==> src/rtl/rp_cmp_sched_if.sv <==
// Request/response channel between the comparison sequencer and the shared
// pruned-distance datapath. The master issues one (class, segment) request
// and receives one partial Hamming distance back.
interface rp_cmp_sched_if #(
    parameter int CLS_W = 5,
    parameter int SEG_W = 2,
    parameter int PD_W  = 11
);
    logic             dp_req_valid;
    logic             dp_req_ready;
    logic [CLS_W-1:0] dp_class_idx;
    logic [SEG_W-1:0] dp_seg_idx;
    logic             dp_rsp_valid;
    logic [PD_W-1:0]  dp_rsp_dist;

    modport master (
        output dp_req_valid,
        input  dp_req_ready,
        output dp_class_idx,
        output dp_seg_idx,
        input  dp_rsp_valid,
        input  dp_rsp_dist
    );

    modport slave (
        input  dp_req_valid,
        output dp_req_ready,
        input  dp_class_idx,
        input  dp_seg_idx,
        output dp_rsp_valid,
        output dp_rsp_dist
    );
endinterface

==> src/rtl/rp_cmp_sched.sv <==
// Segmented query-vs-class Hamming comparison sequencer.
// Walks every class HV and every dimension segment, issues one request at a
// time to the shared pruned-distance datapath, accumulates the partial
// distances per class and tracks the running arg-min (ties keep the lower
// class index). Reports the predicted class with a one-cycle done pulse.
// Optional build macro RP_CMP_EARLY_EXIT_EN: abandon a class as soon as its
// partial sum can no longer beat the current best.
module rp_cmp_sched #(
    parameter int NUM_CLASSES  = 26,
    parameter int SEQ_CYCLES   = 4,
    parameter int DIMS_PER_SEG = 1024,
    parameter int CLS_W        = $clog2(NUM_CLASSES),
    parameter int SEG_W        = $clog2(SEQ_CYCLES),
    parameter int PD_W         = $clog2(DIMS_PER_SEG + 1),
    parameter int AD_W         = $clog2(SEQ_CYCLES * DIMS_PER_SEG + 1)
) (
    input  logic             clk,
    input  logic             nrst,
    input  logic             start,
    rp_cmp_sched_if.master   dp,
    output logic             busy,
    output logic             done,
    output logic [CLS_W-1:0] pred_class,
    output logic [AD_W-1:0]  pred_dist
);

    typedef enum logic [2:0] {
        IDLE  = 3'd0,
        ISSUE = 3'd1,
        WAIT  = 3'd2,
        EVAL  = 3'd3,
        DONE  = 3'd4
    } state_t;

    state_t           state_q;
    state_t           state_d;
    logic [CLS_W-1:0] cls_q;
    logic [SEG_W-1:0] seg_q;
    logic [AD_W-1:0]  acc_q;
    logic [AD_W-1:0]  best_dist_q;
    logic [CLS_W-1:0] best_cls_q;
    logic [AD_W-1:0]  acc_sum;
    logic             seg_last;
    logic             cls_last;
    logic             early_exit;

    // Partial sum can never exceed SEQ_CYCLES*DIMS_PER_SEG, so AD_W holds it.
    assign acc_sum  = acc_q + AD_W'(dp.dp_rsp_dist);
    assign seg_last = (seg_q == SEG_W'(SEQ_CYCLES - 1));
    assign cls_last = (cls_q == CLS_W'(NUM_CLASSES - 1));

`ifdef RP_CMP_EARLY_EXIT_EN
    // Class 0 always runs to completion so best_dist is a real distance.
    assign early_exit = (cls_q != '0) && (acc_sum >= best_dist_q);
`else
    assign early_exit = 1'b0;
`endif

    assign dp.dp_class_idx = cls_q;
    assign dp.dp_seg_idx   = seg_q;

    // State register.
    always_ff @(posedge clk or negedge nrst) begin
        if (!nrst) begin
            state_q <= IDLE;
        end else begin
            state_q <= state_d;
        end
    end

    // Next-state decode and state-driven outputs.
    always_comb begin
        state_d         = state_q;
        dp.dp_req_valid = 1'b0;
        busy            = (state_q != IDLE);
        done            = 1'b0;
        unique case (state_q)
            IDLE: begin
                if (start) state_d = ISSUE;
            end
            ISSUE: begin
                dp.dp_req_valid = 1'b1;
                if (dp.dp_req_ready) state_d = WAIT;
            end
            WAIT: begin
                if (dp.dp_rsp_valid) begin
                    if (seg_last || early_exit) state_d = EVAL;
                    else                        state_d = ISSUE;
                end
            end
            EVAL: begin
                state_d = cls_last ? DONE : ISSUE;
            end
            DONE: begin
                done    = 1'b1;
                state_d = IDLE;
            end
            default: state_d = IDLE;
        endcase
    end

    // Class/segment walk, accumulation, arg-min tracking and result capture.
    always_ff @(posedge clk or negedge nrst) begin
        if (!nrst) begin
            cls_q       <= '0;
            seg_q       <= '0;
            acc_q       <= '0;
            best_dist_q <= '1;
            best_cls_q  <= '0;
            pred_class  <= '0;
            pred_dist   <= '0;
        end else begin
            unique case (state_q)
                IDLE: begin
                    if (start) begin
                        cls_q       <= '0;
                        seg_q       <= '0;
                        acc_q       <= '0;
                        best_dist_q <= '1;
                        best_cls_q  <= '0;
                    end
                end
                WAIT: begin
                    if (dp.dp_rsp_valid) begin
                        acc_q <= acc_sum;
                        if (state_d == ISSUE) seg_q <= seg_q + SEG_W'(1);
                    end
                end
                EVAL: begin
                    if (acc_q < best_dist_q) begin
                        best_dist_q <= acc_q;
                        best_cls_q  <= cls_q;
                    end
                    acc_q <= '0;
                    seg_q <= '0;
                    if (!cls_last) cls_q <= cls_q + CLS_W'(1);
                end
                DONE: begin
                    pred_class <= best_cls_q;
                    pred_dist  <= best_dist_q;
                end
                default: ;
            endcase
        end
    end

endmodule

==> src/flat_wrapper.sv <==
// flat-port wrapper written by rule: the top's interface ports become plain ports
module rp_cmp_sched_flat 
#(
    parameter int NUM_CLASSES  = 26,
    parameter int SEQ_CYCLES   = 4,
    parameter int DIMS_PER_SEG = 1024,
    parameter int CLS_W        = $clog2(NUM_CLASSES),
    parameter int SEG_W        = $clog2(SEQ_CYCLES),
    parameter int PD_W         = $clog2(DIMS_PER_SEG + 1),
    parameter int AD_W         = $clog2(SEQ_CYCLES * DIMS_PER_SEG + 1)
)
  (clk, nrst, start, busy, done, pred_class, pred_dist, dp_dp_req_valid, dp_dp_req_ready, dp_dp_class_idx, dp_dp_seg_idx, dp_dp_rsp_valid, dp_dp_rsp_dist);
  rp_cmp_sched_if #(.CLS_W(CLS_W), .SEG_W(SEG_W), .PD_W(PD_W)) dp_i ();
  input  logic clk;
  input  logic nrst;
  input  logic start;
  output logic busy;
  output logic done;
  output logic [CLS_W-1:0] pred_class;
  output logic [AD_W-1:0] pred_dist;
  output wire logic [$bits(dp_i.dp_req_valid)-1:0] dp_dp_req_valid;
  input wire logic [$bits(dp_i.dp_req_ready)-1:0] dp_dp_req_ready;
  output wire logic [$bits(dp_i.dp_class_idx)-1:0] dp_dp_class_idx;
  output wire logic [$bits(dp_i.dp_seg_idx)-1:0] dp_dp_seg_idx;
  input wire logic [$bits(dp_i.dp_rsp_valid)-1:0] dp_dp_rsp_valid;
  input wire logic [$bits(dp_i.dp_rsp_dist)-1:0] dp_dp_rsp_dist;
  assign dp_dp_req_valid = dp_i.dp_req_valid;
  assign dp_i.dp_req_ready = dp_dp_req_ready;
  assign dp_dp_class_idx = dp_i.dp_class_idx;
  assign dp_dp_seg_idx = dp_i.dp_seg_idx;
  assign dp_i.dp_rsp_valid = dp_dp_rsp_valid;
  assign dp_i.dp_rsp_dist = dp_dp_rsp_dist;
  rp_cmp_sched #(.NUM_CLASSES(NUM_CLASSES), .SEQ_CYCLES(SEQ_CYCLES), .DIMS_PER_SEG(DIMS_PER_SEG), .CLS_W(CLS_W), .SEG_W(SEG_W), .PD_W(PD_W), .AD_W(AD_W)) u_core (.clk(clk), .nrst(nrst), .start(start), .dp(dp_i), .busy(busy), .done(done), .pred_class(pred_class), .pred_dist(pred_dist));
endmodule
==> config.mk <==
export PLATFORM = sky130hd
export DESIGN_NAME = rp_cmp_sched_flat
export DESIGN_NICKNAME = d
export VERILOG_FILES = /design/src/rtl/rp_cmp_sched_if.sv /design/src/rtl/rp_cmp_sched.sv /design/src/flat_wrapper.sv
export SDC_FILE = /design/constraint.sdc
export NUM_CORES = 1
export LEC_CHECK = 0
export ABC_CLOCK_PERIOD_IN_PS = 6200
export CAP_MARGIN = 20
export CORE_ASPECT_RATIO = 2
export CORE_MARGIN = 2
export CORE_UTILIZATION = 59
export DETAILED_ROUTE_END_ITERATION = 16
export HOLD_SLACK_MARGIN = 0.12
export MAX_ROUTING_LAYER = met4
export PLACE_DENSITY = 0.9
export SLEW_MARGIN = 30
export SYNTH_ARGS = -nofsm -noshare
export SYNTH_HDL_FRONTEND = slang
export SYNTH_SLANG_ARGS = --single-unit
==> constraint.sdc <==
create_clock -name clk -period 6.2 [get_ports clk]
set_input_delay 1.24 -clock clk [delete_from_list [all_inputs] [get_ports clk]]
set_output_delay 1.24 -clock clk [all_outputs]
set_load 0.02 [all_outputs]
* Yosys cells after proc, flatten, opt, wreduce, memory -nomap -nowiden
Index checks and enable logic that the tools add are counted.
Storage, ports and cells: bits in registers 59, latch bits 0, RAM bits 0, memory bits (read-only) 0, bits of input ports 16, output and inout bits 28, word-level logic and storage cells 55, memories 0
Operators by class: add/subtract/negate cells 3, multiply operators 0, divide/modulo/power cells 0, magnitude comparators 1, eq/ne operators 12, shifts and indexed selects 0, mux-type cells 23, bitwise logic cells 0, reduce and logical (&&, ||, !) cells 8
Operators with widths (count):
- 2-to-1 mux 13 bit | 4
- case mux 13 bit (3 select lines) | 1
- case mux 13 bit (2 select lines) | 1
- case mux 5 bit (2 select lines) | 2
- 2-to-1 mux 5 bit | 3
- adder 13 x 11 -> 13 bit | 1
- < comparator 13 bit | 1
- 2-to-1 mux 3 bit | 4
- case mux 3 bit (4 select lines) | 1
- AND reduction 3 bit | 3
- 2-to-1 mux 2 bit | 4
- == test 3 x 1 -> 1 bit (second input constant) | 2
- == test 3 x 2 -> 1 bit (second input constant) | 2
- != test 2 bit (second input constant) | 3
- case mux 2 bit (3 select lines) | 1
- nonzero test 3 bit | 2
- adder 5 x 1 -> 5 bit (second input constant) | 1
- == test 5 bit (second input constant) | 1
- != test 2 x 1 -> 1 bit (second input constant) | 2
- AND reduction 4 bit | 1
- == test 3 bit (second input constant) | 1
- zero test 3 bit | 1
- adder 2 x 1 -> 2 bit (second input constant) | 1
- == test 2 bit (second input constant) | 1
- 2 further kinds | 3

* Longest topological paths before layout
word-level depth 8, depth in mapped cells 9

* Worst setup path before layout
No wires, ideal clock.
path kind input to register, start input dp_dp_rsp_dist[0], end register u_core.acc_q[12], arrival time 2.636 ns, setup slack 3.445 ns, stages on the path 9, path buffers 0, cell sequence ha_1 > inv_1 > fa_1 > nand2b_1 > a21oi_1 > o211a_1 > o41ai_1 > xnor2_1 > and2_1
Between the ends: cells in the longest elaborated chain, start to end 3
RTL lines:
- start, declared | RTL line flat_wrapper.sv:26 | input wire logic [$bits(dp_i.dp_rsp_dist)-1:0] dp_dp_rsp_dist;
- adder 13 x 11 -> 13 bit | RTL line rp_cmp_sched.sv:48 | assign acc_sum = acc_q + AD_W'(dp.dp_rsp_dist);
- 2-to-1 mux 13 bit | RTL line rp_cmp_sched.sv:124 | if (dp.dp_rsp_valid) begin
- case mux 13 bit (3 select lines) | RTL line rp_cmp_sched.sv:113 | unique case (state_q)
- end signal, assigned | RTL line rp_cmp_sched.sv:125 | acc_q <= acc_sum;
- end, declared | RTL line rp_cmp_sched.sv:39 | logic [AD_W-1:0] acc_q;
No other way between the ends. The select of a mux whose other input is x is not followed. A chain may end at the register's enable or synchronous reset.

* Final worst setup path
start register u_core.state_q[2], end output done
Between the ends: cells in the longest elaborated chain, start to end 2
RTL lines:
- start, declared | RTL line rp_cmp_sched.sv:35 | state_t state_q;
- start signal, assigned | RTL line rp_cmp_sched.sv:67 | state_q <= state_d;
- == test 3 bit | RTL line rp_cmp_sched.sv:77 | unique case (state_q)
- 2-to-1 mux 1 bit | RTL line rp_cmp_sched.sv:77
- end, declared | RTL line flat_wrapper.sv:18 | output logic done;
No other way between the ends.

==> results.sh <==
export IMPL_status="finished clean"
export IMPL_period_share=0.534
export IMPL_io_pins=44
export IMPL_fp_dieH_um=110
export IMPL_rr_endpoint="u_core.best_dist_q[4]$_DFFE_PN1P_"
export IMPL_finalNetCount=402
export IMPL_drv_cap=0
export IMPL_insertion_delay_ns=0.34
export IMPL_p_total_mw=1.64
export IMPL_power_density_mw_per_mm2=413
export IMPL_report_final_slew_viol_count=0
export IMPL_r2r_start="u_core.state_q[0]$_DFF_PN0_"
export IMPL_leakage_nw=1.93
export IMPL_ir_drop_uv=337
export IMPL_pwr_share_comb=0.401
export IMPL_critPathKind="reg -> out"
export IMPL_drive_gt1_frac=0.198
export IMPL_power_frac_clock=0.222
export IMPL_drc=0
export IMPL_synth_top_cell_area_share=0.346
export IMPL_final_hold_viol_count=0
export IMPL_slew_headroom=0.518
export IMPL_die_x_um=57.1
export IMPL_vias=2492
export IMPL_synthCells=314
export IMPL_r2r_cells=7
export IMPL_hold_class="reg -> reg"
export IMPL_synth_main_ff_cell="dfrtp_1"
export IMPL_synth_seq_cells=59
export IMPL_grt_usage=0.244
export IMPL_layout_area_seq_mm2=0.00149
export IMPL_stdcell_area_mm2=0.00398
export IMPL_skew_ns=0.00754
export IMPL_clockBufferDepth=2
export IMPL_avgSynthCellArea_um2=10.6
export IMPL_multi_input_area_mm2=0.00167
export IMPL_place_worst_setup_slack_ns=2.66
export IMPL_grt_max_degree=60
export IMPL_crit_end="done"
export IMPL_cts_tree="yes"
export IMPL_grt_pass1_wl_um=11400
export IMPL_setup_tns_ns=0
export IMPL_cp_start_kind="register"
export IMPL_path_clk_slew_ns=0.07
export IMPL_endpoint_kind="output port"
export IMPL_rows=38
export IMPL_cts_sinks=59
export IMPL_top_layer="met4"
export IMPL_ys_warn_count=0
export IMPL_crit_start="u_core.state_q[2]$_DFF_PN0_"
export IMPL_yosysTopAreaCell="dfrtp_1"
export IMPL_antenna_found_initial=0
export IMPL_setup_ws_ns=2.89
export IMPL_core_area_mm2=0.00542
export IMPL_met2_wirelength_um=3510
export IMPL_crit_required_ns=4.96
export IMPL_place_hpwl_um=4790
export IMPL_rsz0062_at_grt="false"
export IMPL_routedWlPerCell_um=15.8
export IMPL_ys_types=50
export IMPL_cts_setup_buffers=0
export IMPL_ff2ff_setup_slack_ns=3.62
export IMPL_wirelength_um=6690
export IMPL_arrival_ns=2.07
export IMPL_via_per_inst=5.88
export IMPL_setup_viol=0
export IMPL_p_int_mw=0.988
export IMPL_portBuffers=43
export IMPL_seq_area_frac_synth=0.449
export IMPL_grt_pass1_vias=2523
export IMPL_grt_ovfl_total=0
export IMPL_cts_root_buf="clkbuf_8"
export IMPL_dpl_instance_area_mm2=0.00376
export IMPL_n_fill_cell=395
export IMPL_wl_met1_um=2720
export IMPL_period_minus_slack_ns=3.31
export IMPL_netlist_area_mm2=0.00332
export IMPL_synth_edf_count=0
export IMPL_routabilityCongestion=0.966
export IMPL_p_seq_frac=0.377
export IMPL_sw_frac_of_total=0.399
export IMPL_async_reset_ff_frac=1.00
export IMPL_ant_nets=0
export IMPL_syn_nets=357
export IMPL_clock_fmax_ghz=0.302
export IMPL_dieArea_mm2=0.00629
export IMPL_met3_wirelength_um=220
export IMPL_cts_buffers_inserted=9
export IMPL_syn2layout_area_growth_pct=19.7
export IMPL_power_switching_mw=0.656
export IMPL_worstMarginPinSlew_ns=0.724
export IMPL_diodes=0
export IMPL_htreeDepth=3
export IMPL_dr_pass1_iters=4
export IMPL_crit_path_max_fanout=19
export IMPL_start_util=0.613
export IMPL_dr_first_iter_drc_count=60
export IMPL_netlist_top_cells_area="dfrtp_1 (35%), dfstp_2 (10%), ha_1 (9.8%)"
export IMPL_hold_buffers=0
export IMPL_post_cts_resized=0
-- state kept, by name, indices dropped and copies added, names as in the netlist --
name / cells
u_core.acc_q: 13
u_core.best_cls_q: 5
u_core.best_dist_q: 13
u_core.dp.dp_class_idx: 5
u_core.dp.dp_seg_idx: 2
u_core.pred_class: 5
u_core.pred_dist: 13
u_core.state_q: 3
-- final cells by class --
class | instances | area share
Clock inverter | 4 | 0.0120
Sequential cell | 59 | 0.375
Multi-Input combinational cell | 223 | 0.421
Timing Repair Buffer | 46 | 0.113
Tap cell | 60 | 0.0189
Clock buffer | 12 | 0.0415
Inverter | 20 | 0.0189
-- routing by layer --
layer / up-vias / global-route usage
li1: 1195 / -
met1: 1207 / 0.265
met2: 66 / 0.407
met3: 24 / 0.0548
met4: 0 / 0.138
met5: - / -
-- through the flow --
stage,hold WS [ns],cells,utilization
4_1_cts,0.490,424,0.734
2_1_floorplan,0.449,314,-
3_5_place_dp,0.473,408,0.695
6_report,0.487,424,0.734
3_3_place_gp,0.460,408,0.695
5_1_grt,0.518,424,0.734
-- cell usage after synthesis, types with 2 or more instances --
master and number:
and2_1 2, mux2_2 18, nor2_1 14, o21a_1 4, xor2_1 7, nor3_2 7, ha_1 26, nor2b_1 2
a21oi_1 16, dfrtp_1 46, xnor2_1 4, buf_2 3, a21o_1 8, clkbuf_1 3, o21ai_0 12, nor3b_1 2
o21ai_1 14, buf_6 5, mux2i_1 2, a21oi_2 6, nor3_1 7, inv_1 20, dfstp_2 13, a211oi_1 2
nand2b_1 7, nand3_1 5, nand2_1 34, nand4_1 3
-- cells by family after synthesis --
family / Yosys count / synth area share
multiplexers: 20 / 0.0670
AO/OA/AOI/OAI: 74 / 0.154
adder cells (fa/ha/maj): 27 / 0.104
buffers and inverters: 32 / 0.0486
AND/OR/NAND/NOR: 91 / 0.149
XOR/XNOR: 11 / 0.0290
flip-flops: 59 / 0.449
-- power by group through the flow --
stage          clock network (mW)  logic, mW  registers (mW)
6_report                    0.366      0.659           0.620
4_1_cts                     0.370      0.658           0.616
2_1_floorplan                   0      0.530           0.584
3_5_place_dp                    0      0.645           0.620
3_3_place_gp                    0      0.620           0.613
5_1_grt                     0.387      0.734           0.635
-- critical path: stages (launching register included) --
cell and delay (ns):
dfrtp_1 0.57, nor3b_2 0.23, buf_4 0.28, clkdlybuf4s50_1 0.65
-- placed cells by master (no fill, tap or decap), types with 3 or more instances in the layout --
cell             count
dfstp_2             13
clkdlybuf4s50_1     42
nand2_1             34
clkbuf_8            12
nand2b_1             7
nor3_2               7
ha_1                26
nand4_1              3
mux2_2              18
xnor2_1              4
inv_1               20
o21ai_0             12
o21ai_1             14
nor2_1              14
a21oi_2              6
nand3_1              5
a21oi_1             16
buf_4                3
a21o_1               8
o21a_1               4
xor2_1               7
nor3_1               7
dfrtp_1             46
-- how the worst min path moves through the flow --
| stage | startpoint | endpoint | slack (ns) | depth (start not counted) |
|---|---|---|---|---|
| final | u_core.best_cls_q[4]$_DFFE_PN0P_ | u_core.best_cls_q[4]$_DFFE_PN0P_ | 0.49 | 2 |
| after global routing | u_core.pred_dist[10]$_DFFE_PN0P_ | u_core.pred_dist[10]$_DFFE_PN0P_ | 0.52 | 1 |
| after floorplan | u_core.best_dist_q[0]$_DFFE_PN1P_ | u_core.best_dist_q[0]$_DFFE_PN1P_ | 0.45 | 2 |
| after detailed placement | u_core.best_cls_q[2]$_DFFE_PN0P_ | u_core.best_cls_q[2]$_DFFE_PN0P_ | 0.47 | 2 |
| after global placement | u_core.best_dist_q[0]$_DFFE_PN1P_ | u_core.best_dist_q[0]$_DFFE_PN1P_ | 0.46 | 2 |
| after CTS | u_core.best_cls_q[2]$_DFFE_PN0P_ | u_core.best_cls_q[2]$_DFFE_PN0P_ | 0.49 | 2 |
(Power assumes the default switching activity.)
